## src/rtl/branch_ctrl_if.sv

```systemverilog
// Decoder/ALU-side bundle for branch_ctrl: instruction and flag inputs,
// PC load requests, squash and the debug view of the target register.
interface branch_ctrl_if #(
    parameter int D = 8
);
    logic         instr_valid;
    logic [2:0]   op;
    logic [3:0]   imm;
    logic         flag_we;
    logic         alu_zero;
    logic         alu_neg;
    logic [D-1:0] prog_ctr;
    logic         jump_en;
    logic         branch_en;
    logic [D-1:0] target;
    logic         squash;
    logic [D-1:0] tgt_dbg;

    modport master (
        output instr_valid, op, imm, flag_we, alu_zero, alu_neg, prog_ctr,
        input  jump_en, branch_en, target, squash, tgt_dbg
    );

    modport slave (
        input  instr_valid, op, imm, flag_we, alu_zero, alu_neg, prog_ctr,
        output jump_en, branch_en, target, squash, tgt_dbg
    );
endinterface

```

## src/rtl/branch_ctrl.sv

```systemverilog
// branch_ctrl: jump target assembly, Z/N flags, jump/branch resolution and 2-cycle squash.
// Macro BRANCH_REL_EN: conditional branches use prog_ctr + tgt_reg; undefined = absolute tgt_reg.
module branch_ctrl #(
    parameter int D = 8
) (
    input  logic         clk,
    input  logic         reset,
    branch_ctrl_if.slave bus
);
    // state     | meaning
    // S_IDLE    | accepting instructions, no transfer pending
    // S_TAKEN_J | jump_en high, first wrong-path slot squashed
    // S_TAKEN_B | branch_en high, first wrong-path slot squashed
    // S_SQUASH2 | second wrong-path slot squashed
    typedef enum logic [1:0] {
        S_IDLE    = 2'd0,
        S_TAKEN_J = 2'd1,
        S_TAKEN_B = 2'd2,
        S_SQUASH2 = 2'd3
    } state_t;

    localparam logic [2:0] OP_SETLO = 3'd1;
    localparam logic [2:0] OP_SETHI = 3'd2;
    localparam logic [2:0] OP_JMP   = 3'd3;
    localparam logic [2:0] OP_BEQ   = 3'd4;
    localparam logic [2:0] OP_BNE   = 3'd5;
    localparam logic [2:0] OP_BLT   = 3'd6;

    state_t       r_state;
    state_t       w_state_nxt;
    logic [D-1:0] r_tgt_reg;
    logic [D-1:0] w_tgt_reg_nxt;
    logic [D-1:0] r_target;
    logic [D-1:0] w_target_nxt;
    logic [D-1:0] w_br_target;
    logic [D-5:0] w_hi_ext;
    logic         r_z_flag;
    logic         r_n_flag;
    logic         w_z_nxt;
    logic         w_n_nxt;
    logic         r_jump_en;
    logic         r_branch_en;
    logic         r_squash;
    logic         w_jump_nxt;
    logic         w_branch_nxt;
    logic         w_squash_nxt;
    logic         w_accept;
    logic         w_taken;

`ifdef BRANCH_REL_EN
    assign w_br_target = bus.prog_ctr + r_tgt_reg;
`else
    assign w_br_target = r_tgt_reg;
`endif

    // SETHI fills bits [D-1:4]: the nibble itself plus its sign above bit 7
    assign w_hi_ext = (D-4)'(signed'(bus.imm));
    assign w_accept = bus.instr_valid & ~r_squash;

    always_comb begin
        w_taken = 1'b0;
        case (bus.op)
            OP_JMP:  w_taken = 1'b1;
            OP_BEQ:  w_taken = r_z_flag;
            OP_BNE:  w_taken = ~r_z_flag;
            OP_BLT:  w_taken = r_n_flag;
            default: w_taken = 1'b0;
        endcase
    end

    always_comb begin
        w_state_nxt   = r_state;
        w_tgt_reg_nxt = r_tgt_reg;
        w_target_nxt  = r_target;
        w_z_nxt       = r_z_flag;
        w_n_nxt       = r_n_flag;
        case (r_state)
            S_IDLE: begin
                if (w_accept) begin
                    if (bus.op == OP_SETLO) begin
                        w_tgt_reg_nxt = {r_tgt_reg[D-1:4], bus.imm};
                    end else if (bus.op == OP_SETHI) begin
                        w_tgt_reg_nxt = {w_hi_ext, r_tgt_reg[3:0]};
                    end
                    if (bus.flag_we) begin
                        w_z_nxt = bus.alu_zero;
                        w_n_nxt = bus.alu_neg;
                    end
                    // branch condition above already used the pre-write flags
                    if (w_taken) begin
                        if (bus.op == OP_JMP) begin
                            w_state_nxt  = S_TAKEN_J;
                            w_target_nxt = r_tgt_reg;
                        end else begin
                            w_state_nxt  = S_TAKEN_B;
                            w_target_nxt = w_br_target;
                        end
                    end
                end
            end
            S_TAKEN_J: w_state_nxt = S_SQUASH2;
            S_TAKEN_B: w_state_nxt = S_SQUASH2;
            S_SQUASH2: w_state_nxt = S_IDLE;
            default:   w_state_nxt = S_IDLE;
        endcase
        w_jump_nxt   = (w_state_nxt == S_TAKEN_J);
        w_branch_nxt = (w_state_nxt == S_TAKEN_B);
        w_squash_nxt = (w_state_nxt != S_IDLE);
    end

    always_ff @(posedge clk) begin
        if (reset) begin
            r_state     <= S_IDLE;
            r_tgt_reg   <= '0;
            r_target    <= '0;
            r_z_flag    <= 1'b0;
            r_n_flag    <= 1'b0;
            r_jump_en   <= 1'b0;
            r_branch_en <= 1'b0;
            r_squash    <= 1'b0;
        end else begin
            r_state     <= w_state_nxt;
            r_tgt_reg   <= w_tgt_reg_nxt;
            r_target    <= w_target_nxt;
            r_z_flag    <= w_z_nxt;
            r_n_flag    <= w_n_nxt;
            r_jump_en   <= w_jump_nxt;
            r_branch_en <= w_branch_nxt;
            r_squash    <= w_squash_nxt;
        end
    end

    assign bus.jump_en   = r_jump_en;
    assign bus.branch_en = r_branch_en;
    assign bus.target    = r_target;
    assign bus.squash    = r_squash;
    assign bus.tgt_dbg   = r_tgt_reg;
endmodule
```

## src/flat_wrapper.sv

```systemverilog
// flat-port wrapper written by rule: the top's interface ports become plain ports
module branch_ctrl_flat 
#(
    parameter int D = 8
)
  (clk, reset, bus_instr_valid, bus_op, bus_imm, bus_flag_we, bus_alu_zero, bus_alu_neg, bus_prog_ctr, bus_jump_en, bus_branch_en, bus_target, bus_squash, bus_tgt_dbg);
  branch_ctrl_if #(.D(D)) bus_i ();
  input  logic clk;
  input  logic reset;
  input wire logic [$bits(bus_i.instr_valid)-1:0] bus_instr_valid;
  input wire logic [$bits(bus_i.op)-1:0] bus_op;
  input wire logic [$bits(bus_i.imm)-1:0] bus_imm;
  input wire logic [$bits(bus_i.flag_we)-1:0] bus_flag_we;
  input wire logic [$bits(bus_i.alu_zero)-1:0] bus_alu_zero;
  input wire logic [$bits(bus_i.alu_neg)-1:0] bus_alu_neg;
  input wire logic [$bits(bus_i.prog_ctr)-1:0] bus_prog_ctr;
  output wire logic [$bits(bus_i.jump_en)-1:0] bus_jump_en;
  output wire logic [$bits(bus_i.branch_en)-1:0] bus_branch_en;
  output wire logic [$bits(bus_i.target)-1:0] bus_target;
  output wire logic [$bits(bus_i.squash)-1:0] bus_squash;
  output wire logic [$bits(bus_i.tgt_dbg)-1:0] bus_tgt_dbg;
  assign bus_i.instr_valid = bus_instr_valid;
  assign bus_i.op = bus_op;
  assign bus_i.imm = bus_imm;
  assign bus_i.flag_we = bus_flag_we;
  assign bus_i.alu_zero = bus_alu_zero;
  assign bus_i.alu_neg = bus_alu_neg;
  assign bus_i.prog_ctr = bus_prog_ctr;
  assign bus_jump_en = bus_i.jump_en;
  assign bus_branch_en = bus_i.branch_en;
  assign bus_target = bus_i.target;
  assign bus_squash = bus_i.squash;
  assign bus_tgt_dbg = bus_i.tgt_dbg;
  branch_ctrl #(.D(D)) u_core (.clk(clk), .reset(reset), .bus(bus_i));
endmodule
```

## config.mk

```make
export PLATFORM = sky130hd
export DESIGN_NAME = branch_ctrl_flat
export DESIGN_NICKNAME = d
export VERILOG_FILES = /design/src/rtl/branch_ctrl_if.sv /design/src/rtl/branch_ctrl.sv /design/src/flat_wrapper.sv
export SDC_FILE = /design/constraint.sdc
export NUM_CORES = 1
export LEC_CHECK = 0
export BUFFER_PORTS_ARGS = -buffer_cell sky130_fd_sc_hd__buf_2
export CAP_MARGIN = 15
export CORE_ASPECT_RATIO = 0.75
export CORE_UTILIZATION = 44
export DETAILED_ROUTE_END_ITERATION = 7
export PLACE_DENSITY = 0.76
export SYNTH_ARGS = -nofsm -noshare
export SYNTH_HDL_FRONTEND = slang
export SYNTH_SLANG_ARGS = --single-unit
```

## constraint.sdc

```tcl
create_clock -name clk -period 1.72 [get_ports clk]
set_clock_uncertainty 0.2 [all_clocks]
set_input_delay 0 -clock clk [delete_from_list [all_inputs] [get_ports clk]]
set_output_delay 0 -clock clk [all_outputs]
set_load 0.05 [all_outputs]
```

==> results.yml <==
status:
  status: "completed"
global_route:
  grt_usage_pct: 22.9
  first_global_vias: 1021
  grt_pass1_wl_um: 4750
  grt-ovfl-total: 0
  grt_max_degree: 19
  antenna_found_initial: 0
pwr:
  peakVddDrop_v: 0.000458
  p_total_mw: 1.46
  leakagePower_nw: 0.698
  p_per_area_nw_per_um2: 934
timing:
  drv_slew: 0
  fmax_ghz: 0.589
  slew-limit-headroom_pct: 66.0
  setup_viol: 0
  setup_tns_ns: 0
  post-route-min-period_ns: 1.70
  period_share_pct: 98.7
  rsz0062_at_grt: "yes"
  hold_viol_final: 0
  worst_pin_slew_ns: 0.504
worst_setup_path:
  path_class: "reg2reg"
  reg2regPathDepth: 7
  crit_path_max_fanout: 4
  end_kind: "flip-flop"
  cp-start-kind: "flip-flop"
  r2r_end: "u_core.bus.tgt_dbg[0]"
  slowest_stage: "dfxtp_2"
  crit_required_ns: 1.74
  crit_arrival_ns: 1.72
  r2r_slack_ns: 0.02
  max_stage_delay_ns: 0.35
  reg2reg_from: "u_core.r_state[0]"
  path_cells: "inv_2, ha_4, and4bb_4, buf_6, nand3b_1, mux2i_1, nor2_1"
cells_and_area:
  final_cell_area_um2: 1560
  area_delta_synth_final_pct: 34.8
  drive_gt1_share_pct: 33.3
  n_antenna_cell: 0
  final_nets: 194
logic_synthesis:
  synth_cells: 122
  syn_area_per_cell_um2: 9.51
  yosysUniqueCellTypes: 31
  yosys_register_bits: 23
  synth_area_um2: 1160
  synth-seq-area-share_pct: 39.7
  syn-num-nets: 144
  ys_warn_count: 0
placed_design:
  port_buffers: 31
  gp_congestion: 0.828
  placed_area_um2: 1370
  dp_hpwl_um: 1920
floorplanning:
  die_w_um: 61.3
  pin_count: 40
  rows: 15
  start_util_pct: 48.3
  die-area_um2: 2850
  dieHeight_um: 46.5
  fp.coreArea_um2: 2400
cts:
  clk_latency_ns: 0.32
  clkTransAtPathRegs_ns: 0.13
  clockBufferDepth: 2
  numCtsBuffers: 3
  root_buffer: "clkbuf_4"
  htreeDepth: 1
  cts_num_sinks: 23
  cts_tree: "yes"
route:
  drt-initial-drc-count: 35
  drcViolationCount: 0
  dr_total_vias: 1108
  vias_per_cell: 5.40
  first_pass_iters: 4
  wl_um: 2810
  ant_nets: 0
  wl_per_cell_um: 13.7
hold_path:
  worstHoldEndpoint: "u_core.r_n_flag"
  worstHoldStart: "bus_alu_neg"
  whs_path_depth: 4
  worstHoldPathType: "in2reg"
run:
  maxCapViolCount: 0
==> cells in the mapped netlist <==
library cell / count / area, µm²
o311ai_1: 7 / 61.3
nand3_1: 1 / 5.00
dfxtp_1: 23 / 460
and4b_1: 1 / 10.0
xor2_1: 1 / 8.76
o21ai_0: 2 / 10.0
nand3b_1: 3 / 22.5
mux2i_1: 10 / 100
nand4_1: 8 / 50.1
nor3b_2: 1 / 12.5
nor2b_1: 10 / 62.6
a32oi_2: 1 / 16.3
nor2_1: 10 / 37.5
a21o_4: 1 / 15.0
clkinv_1: 1 / 3.75
nand2b_1: 1 / 6.26
clkbuf_1: 2 / 7.51
ha_1: 1 / 12.5
a32oi_1: 7 / 61.3
o311ai_2: 1 / 16.3
o211ai_1: 1 / 7.51
buf_2: 3 / 15.0
a311oi_1: 1 / 8.76
and4bb_4: 1 / 16.3
buf_6: 3 / 33.8
a41oi_1: 1 / 8.76
nand2_1: 11 / 41.3
inv_1: 2 / 7.51
a22oi_1: 1 / 7.51
a21oi_1: 3 / 15.0
and2_1: 3 / 18.8
==> layer usage <==
metal | vias to the layer above | share of wire [%] | GRT usage [%]
li1 | 557 | - | -
met3 | 0 | 4.7 | 5.90
met2 | 28 | 48 | 36.5
met5 | - | 0 | 0
met1 | 523 | 47 | 31.9
met4 | 0 | 0 | 2.73
==> power by group <==
part / switching, mW / total [mW] / internal (mW)
logic: 0.356 / 0.579 / 0.222
clock network: 0.167 / 0.258 / 0.0908
registers: 0.0324 / 0.624 / 0.591
total: 0.556 / 1.46 / 0.905
==> critical path: cells and delay by family, from the launching register on <==
kind,cells,cell delay [ns]
adder cells (fa/ha/maj),1,0.13
buffers and inverters,2,0.16
flip-flops,1,0.35
multiplexers,1,0.22
AND/OR/NAND/NOR,3,0.52
==> through the flow <==
stage | std cells | hold slack, ns | util [%] | setup slack [ns]
6_report | 205 | 0.261 | 65.1 | 0.0230
5_1_grt | 205 | 0.272 | 65.1 | -0.0220
4_1_cts | 205 | 0.243 | 64.3 | 0.00986
3_5_place_dp | 186 | 0.0471 | 57.1 | -0.0681
3_3_place_gp | 186 | 0.0339 | 57.1 | -0.00282
2_1_floorplan | 122 | -0.0561 | - | 0.00670
==> placed cells by master, fill, tap and decap left out, types with 2 or more instances in the layout <==
master | netlist | layout
buf_2 | 3 | 31
dfxtp_1 | 23 | 20
dlygate4sd3_1 | 0 | 13
mux2i_1 | 10 | 10
nor2_1 | 10 | 10
nand2_1 | 11 | 10
nor2b_1 | 10 | 9
nand4_1 | 8 | 8
a32oi_1 | 7 | 7
o311ai_1 | 7 | 7
buf_4 | 0 | 7
nand3b_1 | 3 | 3
a21oi_1 | 3 | 3
clkbuf_4 | 0 | 3
inv_2 | 0 | 2
and2_1 | 3 | 2
o21ai_0 | 2 | 2
buf_6 | 3 | 2
dfxtp_2 | 0 | 2
==> kinds of logic (layout without fill, tap and decap cells) <==
family | Yosys count | after routing | share of synthesized area (%)
AND/OR/NAND/NOR | 50 | 50 | 24.4
flip-flops | 23 | 23 | 39.7
buffers and inverters | 11 | 60 | 5.82
AO/OA/AOI/OAI | 26 | 26 | 19.6
adder cells (fa/ha/maj) | 1 | 1 | 1.08
multiplexers | 10 | 10 | 8.63
XOR/XNOR | 1 | 1 | 0.755
==> how the worst max path moves through the flow <==
stage / startpoint / slack (ns) / end
6_report: u_core.r_state[0] / 0.02 / u_core.bus.tgt_dbg[0]
5_1_grt: u_core.r_state[0] / -0.02 / u_core.bus.tgt_dbg[7]
4_1_cts: u_core.r_state[1] / 0.01 / u_core.bus.tgt_dbg[2]
3_5_place_dp: u_core.r_state[0] / -0.07 / u_core.bus.target[7]
3_3_place_gp: u_core.r_state[0] / -0.003 / u_core.bus.target[7]
2_1_floorplan: u_core.r_state[1] / 0.007 / u_core.bus.target[5]
==> flip-flops by register name, summed over array words and instances (netlist names) <==
signal,count
u_core.bus.branch_en,1
u_core.bus.jump_en,1
u_core.bus.squash,1
u_core.bus.target,8
u_core.bus.tgt_dbg,8
u_core.r_n_flag,1
u_core.r_state,2
u_core.r_z_flag,1
==> cell type report <==
| type | instances | area [µm²] |
|---|---|---|
| fillers | 217 | 838 |
| multi-input cells | 88 | 657 |
| flip-flops and latches | 23 | 467 |
| repair buffers | 53 | 360 |
| well taps | 34 | 42.5 |
| clock buffers | 4 | 26.3 |
| inverters | 3 | 11.3 |
==> repair_timing <==
action,in CTS,in global routing
resized for setup,1,7
cloned,0,0
endpoints found under the hold margin,12,0
pin swaps,0,4
buffers inserted,2,0
hold buffers,13,0
endpoints found under the setup margin,10,18
Power figures use the tool's default switching activity.
